## src/rtl/prog_loader_pkg.sv

```systemverilog
// prog_loader_pkg: shared definitions for the boot-image loader.
//   - loader_state_t : FSM state encoding
//   - PL_SYNC_BYTE   : default frame start marker
//   - PL_MAX_WORDS   : default largest accepted word count
//   - field widths   : byte, word, address and word-count widths
package prog_loader_pkg;

  localparam int BYTE_W = 8;
  localparam int WORD_W = 32;
  localparam int ADDR_W = 8;
  localparam int CNT_W  = 7;

  localparam logic [BYTE_W-1:0] PL_SYNC_BYTE = 8'hA5;
  localparam int                PL_MAX_WORDS = 64;

  typedef enum logic [2:0] {
    ST_IDLE  = 3'd0,
    ST_COUNT = 3'd1,
    ST_DATA  = 3'd2,
    ST_WRITE = 3'd3,
    ST_CHECK = 3'd4,
    ST_DONE  = 3'd5,
    ST_ERROR = 3'd6
  } loader_state_t;

endpackage

```

## src/rtl/prog_loader_word_packer.sv

```systemverilog
// word_packer: assembles little-endian 32-bit words from a byte stream and
// keeps the running XOR checksum of every data byte in the frame.
//   clk, rst_n     : clock, asynchronous active-low reset
//   i_clear        : start of a new frame, clears index, word and checksum
//   i_byte_en      : i_byte is a data byte accepted this cycle
//   i_byte         : data byte
//   o_idx_last     : the next accepted byte completes the current word
//   o_word_next    : word value including i_byte (valid when completing)
//   o_csum         : XOR of all data bytes accepted since i_clear
module word_packer
  import prog_loader_pkg::*;
(
  input  logic              clk,
  input  logic              rst_n,
  input  logic              i_clear,
  input  logic              i_byte_en,
  input  logic [BYTE_W-1:0] i_byte,
  output logic              o_idx_last,
  output logic [WORD_W-1:0] o_word_next,
  output logic [BYTE_W-1:0] o_csum
);

  logic [1:0]        r_idx;
  logic [WORD_W-1:0] r_word;
  logic [BYTE_W-1:0] r_csum;

  // Bytes enter at the top and shift down, so after four bytes the first
  // one received sits in bits [7:0].
  assign o_word_next = {i_byte, r_word[WORD_W-1:BYTE_W]};
  assign o_idx_last  = (r_idx == 2'd3);
  assign o_csum      = r_csum;

  always_ff @(posedge clk or negedge rst_n) begin
    if (!rst_n) begin
      r_idx  <= '0;
      r_word <= '0;
      r_csum <= '0;
    end else if (i_clear) begin
      r_idx  <= '0;
      r_word <= '0;
      r_csum <= '0;
    end else if (i_byte_en) begin
      r_idx  <= r_idx + 2'd1;
      r_word <= o_word_next;
      r_csum <= r_csum ^ i_byte;
    end
  end

endmodule

```

## src/rtl/prog_loader.sv

```systemverilog
// prog_loader: receives a framed program image over a byte link, writes it
// word by word into instruction memory and holds the CPU in reset until a
// frame with a matching checksum has been loaded.
//   clk, rst           : clock, asynchronous active-low reset
//   in_data/in_valid   : byte stream from the host link
//   in_ready           : a byte transfers when in_valid and in_ready are high
//   imem_we/addr/wdata : instruction memory write port (one cycle per word)
//   cpu_hold           : 1 keeps the CPU in reset
//   done / err         : last frame loaded OK / rejected
//   words_loaded       : words written in the current or last frame
//
// state    | meaning
// ---------+---------------------------------------------------------
// IDLE     | waiting for sync byte, other bytes dropped
// COUNT    | expecting word count N
// DATA     | collecting the 4 bytes of a word
// WRITE    | one-cycle write strobe for the assembled word
// CHECK    | expecting checksum byte
// DONE     | frame good, CPU released, sync byte restarts a load
// ERROR    | frame rejected, CPU held, sync byte restarts a load
module prog_loader
  import prog_loader_pkg::*;
#(
  parameter logic [BYTE_W-1:0] SYNC_BYTE = PL_SYNC_BYTE,
  parameter int                MAX_WORDS = PL_MAX_WORDS
) (
  input  logic              clk,
  input  logic              rst,
  input  logic [BYTE_W-1:0] in_data,
  input  logic              in_valid,
  output logic              in_ready,
  output logic              imem_we,
  output logic [ADDR_W-1:0] imem_addr,
  output logic [WORD_W-1:0] imem_wdata,
  output logic              cpu_hold,
  output logic              done,
  output logic              err,
  output logic [CNT_W-1:0]  words_loaded
);

  localparam logic [BYTE_W-1:0] MAX_N = BYTE_W'(MAX_WORDS);

  loader_state_t     r_state;
  loader_state_t     w_next;
  logic [CNT_W-1:0]  r_n;
  logic [CNT_W-1:0]  r_words;
  logic [ADDR_W-1:0] r_addr;
  logic [WORD_W-1:0] r_wdata;

  logic              w_ready;
  logic              w_accept;
  logic              w_sync;
  logic              w_start;
  logic              w_byte_en;
  logic              w_idx_last;
  logic [WORD_W-1:0] w_word_next;
  logic [BYTE_W-1:0] w_csum;
  logic              w_count_bad;
  logic              w_last_word;

  // Ready is gated by reset so a host never sees a handshake while the
  // loader is being held in reset.
  assign w_ready     = (r_state != ST_WRITE);
  assign in_ready    = rst & w_ready;
  assign w_accept    = in_valid & in_ready;
  assign w_sync      = w_accept & (in_data == SYNC_BYTE);
  assign w_count_bad = (in_data == '0) || (in_data > MAX_N);
  assign w_last_word = ((r_words + CNT_W'(1)) == r_n);

  word_packer u_word_packer (
    .clk         (clk),
    .rst_n       (rst),
    .i_clear     (w_start),
    .i_byte_en   (w_byte_en),
    .i_byte      (in_data),
    .o_idx_last  (w_idx_last),
    .o_word_next (w_word_next),
    .o_csum      (w_csum)
  );

  always_ff @(posedge clk or negedge rst) begin
    if (!rst) begin
      r_state <= ST_IDLE;
    end else begin
      r_state <= w_next;
    end
  end

  always_comb begin
    w_next    = r_state;
    w_start   = 1'b0;
    w_byte_en = 1'b0;
    case (r_state)
      ST_IDLE, ST_DONE, ST_ERROR: begin
        if (w_sync) begin
          w_next  = ST_COUNT;
          w_start = 1'b1;
        end
      end
      ST_COUNT: begin
        if (w_accept) begin
          w_next = w_count_bad ? ST_ERROR : ST_DATA;
        end
      end
      ST_DATA: begin
        if (w_accept) begin
          w_byte_en = 1'b1;
          if (w_idx_last) begin
            w_next = ST_WRITE;
          end
        end
      end
      ST_WRITE: begin
        w_next = w_last_word ? ST_CHECK : ST_DATA;
      end
      ST_CHECK: begin
        if (w_accept) begin
          w_next = (in_data == w_csum) ? ST_DONE : ST_ERROR;
        end
      end
      default: begin
        w_next = ST_IDLE;
      end
    endcase
  end

  // Address and data are captured when the word completes so they are
  // already stable during WRITE and simply hold afterwards. N is capped at
  // MAX_WORDS (<= 64), so the address never needs more than 6 index bits.
  always_ff @(posedge clk or negedge rst) begin
    if (!rst) begin
      r_n     <= '0;
      r_words <= '0;
      r_addr  <= '0;
      r_wdata <= '0;
    end else begin
      if (w_start) begin
        r_words <= '0;
      end
      if ((r_state == ST_COUNT) && w_accept && !w_count_bad) begin
        r_n <= in_data[CNT_W-1:0];
      end
      if ((r_state == ST_DATA) && w_accept && w_idx_last) begin
        r_addr  <= {r_words[5:0], 2'b00};
        r_wdata <= w_word_next;
      end
      if (r_state == ST_WRITE) begin
        r_words <= r_words + CNT_W'(1);
      end
    end
  end

  assign imem_we      = (r_state == ST_WRITE);
  assign imem_addr    = r_addr;
  assign imem_wdata   = r_wdata;
  assign done         = (r_state == ST_DONE);
  assign err          = (r_state == ST_ERROR);
  assign cpu_hold     = (r_state != ST_DONE);
  assign words_loaded = r_words;

endmodule

```

## config.mk

```make
export PLATFORM = sky130hd
export DESIGN_NAME = prog_loader
export DESIGN_NICKNAME = d
export VERILOG_FILES = /design/src/rtl/prog_loader_pkg.sv /design/src/rtl/prog_loader_word_packer.sv /design/src/rtl/prog_loader.sv
export SDC_FILE = /design/constraint.sdc
export NUM_CORES = 1
export LEC_CHECK = 0
export BUFFER_PORTS_ARGS = -buffer_cell sky130_fd_sc_hd__buf_2
export CAP_MARGIN = 5
export CORE_UTILIZATION = 35
export CTS_CLUSTER_DIAMETER = 150
export DETAILED_ROUTE_END_ITERATION = 16
export PLACE_DENSITY = 0.64
export SETUP_SLACK_MARGIN = 0.02
export SYNTH_ARGS = -nofsm -noshare
export SYNTH_HDL_FRONTEND = slang
export SYNTH_SLANG_ARGS = --single-unit
```

## constraint.sdc

```tcl
create_clock -name clk -period 3.5 [get_ports clk]
set_input_delay 0.7 -clock clk [delete_from_list [all_inputs] [get_ports clk]]
set_output_delay 0.7 -clock clk [all_outputs]
set_load 0.005 [all_outputs]
```

# Word level (Yosys, flattened, before mapping)

Index checks and enable logic that the tools add are counted.
Widths: inputs -> output; s select.

Flip-flop bits (word level): 97
Bits of input ports: 11
Output and inout port bits: 52
Logic and storage cells: 65

Add/sub/neg operators: 2
$lt $le $gt $ge: 1
Equality and inequality tests: 17
Multiplexer cells: 21
Bitwise gates (word level): 4
Reduce and logical (&&, ||, !) cells: 12

Operators with widths:

| kind                | number |
|---|---|
| $mux 32             | 2 |
| $mux 3              | 7 |
| $mux 8              | 2 |
| $pmux 3 s5          | 1 |
| $mux 7              | 2 |
| $ne 2x2->1 const B  | 5 |
| $eq 3x3->1 const B  | 3 |
| $eq 8x8->1          | 1 |
| $eq 8x8->1 const B  | 1 |
| $gt 8x7->1 const B  | 1 |
| $logic_not 8->1     | 1 |
| $xor 8x8->8         | 1 |
| $add 7x1->7 const B | 1 |
| $eq 7x7->1          | 1 |
| $eq 3x2->1 const B  | 2 |
| $mux 2              | 3 |
| $reduce_and 5->1    | 1 |
| $logic_and 1x1->1   | 4 |
| $mux 1              | 4 |
| $reduce_bool 2->1   | 2 |
| $and 1x1->1         | 3 |
| $eq 3x1->1 const B  | 1 |
| $logic_not 3->1     | 1 |
| $ne 3x2->1 const B  | 1 |
| 6 further kinds     | 6 |

# Longest topological paths before layout

Depth in word-level cells: 8
Gate-level depth with buffers: 6
Gate-level depth less buffers: 6

# Hierarchy

Synthesis repeated with hierarchy kept, for this count alone.

Cells, all modules: 379
Area, all modules: 4,340.4 sq um

Modules (own cells, without submodules):

| module      | times used | cells each | area an instance (sq um) |
|---|---|---|---|
| prog_loader | 1          | 251        | 2,788.9 |
| word_packer | 1          | 128        | 1,551.5 |

# Worst setup path after synthesis

No wires, ideal clock.

Kind: input to register
From: input in_data[1]
To: register r_n[0]
Library setup time: 125 ps
Arrival time: 2,180 ps
Data required time: 3,375 ps
Setup slack: 1,195 ps
Cell stages on the path: 6
Buffers on the path: 1
Cells stage by stage: or3_4 > o21ai_1 > nand4b_1 > or4_1 > buf_6 > mux2_4

Longest elaborated chain between the ends: 4
Elaborated cells between the ends (all ways): 5
Those cells by class: order compare: 1; reduce/logical: 4

Ends and longest elaborated chain:

| item                                          | line               | RTL |
|---|---|---|
| start: declaration                            | prog_loader.sv:29  | `input logic [BYTE_W-1:0] in_data,` |
| $gt 8x7->1 or $logic_not 8->1 (tied branches) | prog_loader.sv:67  | `assign w_count_bad = (in_data == '0) \|\| (in_data > MAX_N);` |
| $logic_or 1x1->1 *                            | prog_loader.sv:67  |  |
| $logic_not 1->1 *                             | prog_loader.sv:140 | `if ((r_state == ST_COUNT) && w_accept && !w_count_bad) begin` |
| $logic_and 1x1->1 *                           | prog_loader.sv:140 |  |
| end signal: assignment                        | prog_loader.sv:141 | `r_n <= in_data[CNT_W-1:0];` |
| end: declaration                              | prog_loader.sv:45  | `logic [CNT_W-1:0] r_n;` |

Every way passes the cells marked *; elsewhere a longest branch is shown, timed or not.
A chain may end at the register's enable or synchronous reset.

# Worst setup path after layout

From: register r_state[0]
To: output in_ready

Longest elaborated chain between the ends: 2

Ends and longest elaborated chain:

| item                     | line              | RTL |
|---|---|---|
| start: declaration       | prog_loader.sv:43 | `loader_state_t r_state;` |
| start signal: assignment | prog_loader.sv:85 | `r_state <= w_next;` |
| $ne 3x2->1               | prog_loader.sv:63 | `assign w_ready = (r_state != ST_WRITE);` |
| $and 1x1->1              | prog_loader.sv:64 | `assign in_ready = rst & w_ready;` |
| end: declaration         | prog_loader.sv:31 | `output logic in_ready,` |

Every way passes these cells.

==> results.json <==
{
  "status": "completed",
  "worstMarginPinSlew_ps": 989,
  "overflow": 0,
  "crit_buf_inv": 1,
  "diodes": 0,
  "drt-wirelength-per-cell_um": 15.0,
  "drv_slew": 0,
  "clk_latency_ps": 350,
  "io_pins": 63,
  "async_flop_share": 1.00,
  "worst_setup_path_start_kind": "register",
  "grt_max_degree": 45,
  "fin_cells": 564,
  "min_period_over_period": 0.722,
  "dieArea_um2": 12100,
  "ir_drop_uv": 261,
  "synth_top_area_cell": "dfrtp_1",
  "gr-usage-met1": 0.198,
  "slowest_stage": "dfrtp_1",
  "use_met3": 0.0421,
  "rows": 39,
  "final-hold-violation-count": 0,
  "synth-seq-area-share": 0.548,
  "top_usage_layer": "met2",
  "synthCells": 362,
  "grt_util_all_layers": 0.154,
  "synth-seq-cells": 89,
  "syn_to_final_growth_pct": 17.7,
  "critPathTopFamily": "flip-flops",
  "synth_top_area_share": 0.548,
  "layout_min_cycle_time_ps": 2530,
  "drive_above_1_share": 0.321,
  "pwr-share-comb": 0.278,
  "crit_path_cell_trace": "nand2_1, and2_1, buf_2",
  "syn_avg_cell_area_um2": 11.2,
  "clock-sinks": 89,
  "syn-cell-area_um2": 4070,
  "synth.area.mux_share": 0.139,
  "worstPathArrival_ps": 1830,
  "p_int_w": 0.00253,
  "nets": 429,
  "setup_viol": 0,
  "cap_violations": 0,
  "cts_tree": "done",
  "routed-via-count": 2823,
  "dp_cells": 548,
  "grt_use_met2": 0.246,
  "dp_hpwl_mm": 5.74,
  "first_global_vias": 2777,
  "synth_fa_ha_area_frac": 0.00615,
  "swShare": 0.325,
  "postCtsSetupBuffers": 0,
  "yosys-top-cells-area": "dfrtp_1 55%, mux2_2 11%, nand2_1 6.1%",
  "cts_buffers": 9,
  "first_iter_violations": 163,
  "p_seq_frac": 0.463,
  "synth_edf_count": 0,
  "nFillCells": 1100,
  "ys.warnings.count": 0,
  "hold_buffers": 0,
  "clkSlewWorstSetupHoldPaths_ps": 60,
  "criticalPathCategory": "register to output pin",
  "synth_top_family_by_area": "multiplexers",
  "p_per_area_nw_per_um2": 782,
  "ctsResizeCount": 0,
  "cts_max_path_buffers": 2,
  "drtAntennaViolNets": 0,
  "synth.distinct_cells": 52,
  "die_height_um": 110,
  "min_path_type": "primary input to asynchronous set/reset pin",
  "fmax_mhz": 396,
  "floorplan.initialDensity": 0.358,
  "dieWidth_um": 110,
  "power.leakage_nw": 2.40,
  "htree_levels": 3,
  "switchingPower_w": 0.00122,
  "rsz0062_at_grt": "no",
  "avgViaCountPerCell": 5.01,
  "finalWeightedCongestion": 0.749,
  "synth-compound-area-share": 0.0803,
  "grt_pass1_wl_mm": 14.1,
  "worst_clock_skew_ps": 7.12,
  "fp.coreArea_um2": 11400,
  "slew_headroom": 0.339,
  "endpoint_kind": "output pin",
  "slowest_delay_ps": 720,
  "worstPathRequired_ps": 2800,
  "r2r.worst_path.cells": 6,
  "power_frac_clock": 0.260,
  "synthSimpleGateAreaFrac": 0.134,
  "synth_xor_area_frac": 0.0603,
  "path_depth": 3,
  "setup_tns_ps": 0,
  "wl_mm": 8.48,
  "antenna_found_initial": 0,
  "path_max_fanout": 20,
  "drcViolationCount": 0,
  "clockRootBuffer": "clkbuf_16",
  "drt_pre_antenna_iters": 4,
  "portBuffers": 60,
  "ys.flop_type": "dfrtp_1"
}
-- power groups by stage --
| stage | combinational [W] | clock [W] | sequential, W |
|---|---|---|---|
| floorplan | 0.000809 | 0 | 0.00162 |
| global placement | 0.00101 | 0 | 0.00174 |
| detailed placement | 0.00105 | 0 | 0.00175 |
| CTS | 0.00105 | 0.000995 | 0.00174 |
| global route | 0.00120 | 0.00103 | 0.00179 |
| finish | 0.00104 | 0.000972 | 0.00173 |
-- cell usage after synthesis, types with 3 or more instances --
cell type and number:
a21o_1 3, a21oi_1 27, and2_1 3, buf_2 9, clkbuf_1 10, dfrtp_1 89, inv_1 3, mux2_2 39
mux2_4 7, nand2_1 66, nand3_1 5, nor2_1 11, nor2b_1 3, nor3_1 4, nor4_1 3, o21ai_0 6
or3_1 4, xnor2_1 8, xor2_1 20
-- cells in the final DEF (no fill, tap or decap), types with 2 or more instances in the layout --
cell type and count:
nand2_1 65, inv_1 3, mux2_4 7, buf_2 59, o2111ai_1 2, o21ai_1 2, clkbuf_16 9, o221a_2 2
clkinv_4 2, o21ai_0 6, nand4_1 2, xor2_1 20, a21oi_1 27, a31oi_1 2, nor4_1 3, dfrtp_1 89
mux2_2 39, a21o_1 3, and2_1 3, xnor2_1 8, or3_1 4, ha_1 2, nand2b_1 2, nor2_1 11
nor2b_1 3, nand3_1 5, o21bai_1 2, conb_1 2, nor3_1 4, buf_4 6
-- per-layer routing --
layer | part of all wire | vias up
met1 | 0.47 | 1411
met2 | 0.47 | 45
met3 | 0.041 | 11
li1 | - | 1356
met4 | 0.016 | 0
met5 | 0 | -
-- layout make-up --
| class | count | area (µm²) | area share |
|---|---|---|---|
| sequential | 89 | 2230 | 0.465 |
| clock buffer | 11 | 243 | 0.0507 |
| multi-input combinational | 247 | 1720 | 0.359 |
| clock inverter | 5 | 63.8 | 0.0133 |
| inverter | 4 | 15.0 | 0.00314 |
| tap | 143 | 179 | 0.0374 |
| timing repair buffer | 65 | 340 | 0.0711 |
-- kinds of logic after synthesis --
logic type	Yosys count
compound gates	53
xor+xnor	28
fa+ha+maj	2
buf+inv	27
flops	89
mux	48
other cells	1
simple gates	114
-- path summary, 6_finish.rpt --
kind                            slack (ps)                       to       startpoint
worst min-delay path                   270  u_word_packer.o_csum[3]              rst
worst max register to register        1020               r_state[1]  words_loaded[0]
worst min register to register         500            imem_wdata[5]    imem_wdata[5]
worst max-delay path                   970                 in_ready       r_state[0]
max in group asynchronous             2000            imem_wdata[7]              rst
min in group clk                       500            imem_wdata[5]    imem_wdata[5]
-- worst register-to-register path: stages, from the launching register on --
cell       delay, ps
dfrtp_1          490
ha_1             280
nand3_1          220
or3_1            420
a2111oi_0        600
o2111ai_1        210
o221a_2          160
-- through the flow --
stage | cell area (µm²) | power [W] | utilization | worst slack (ps) | hold slack [ps]
final | 4790 | 0.00374 | 0.421 | 974 | 274
after global routing | 4790 | 0.00402 | 0.421 | 828 | 287
after floorplan | 4070 | 0.00243 | - | 1190 | 404
after detailed placement | 4480 | 0.00280 | 0.394 | 764 | 488
after global placement | 4480 | 0.00275 | 0.394 | 815 | 486
after CTS | 4790 | 0.00379 | 0.421 | 978 | 274
-- registers in the layout, indices dropped and copies added (netlist names) --
name                  count
u_word_packer.o_csum      8
r_n                       7
u_word_packer.r_word     24
u_word_packer.r_idx       2
imem_wdata               32
words_loaded              7
imem_addr                 6
r_state                   3
Note: power is estimated with default switching activity, not from simulation.
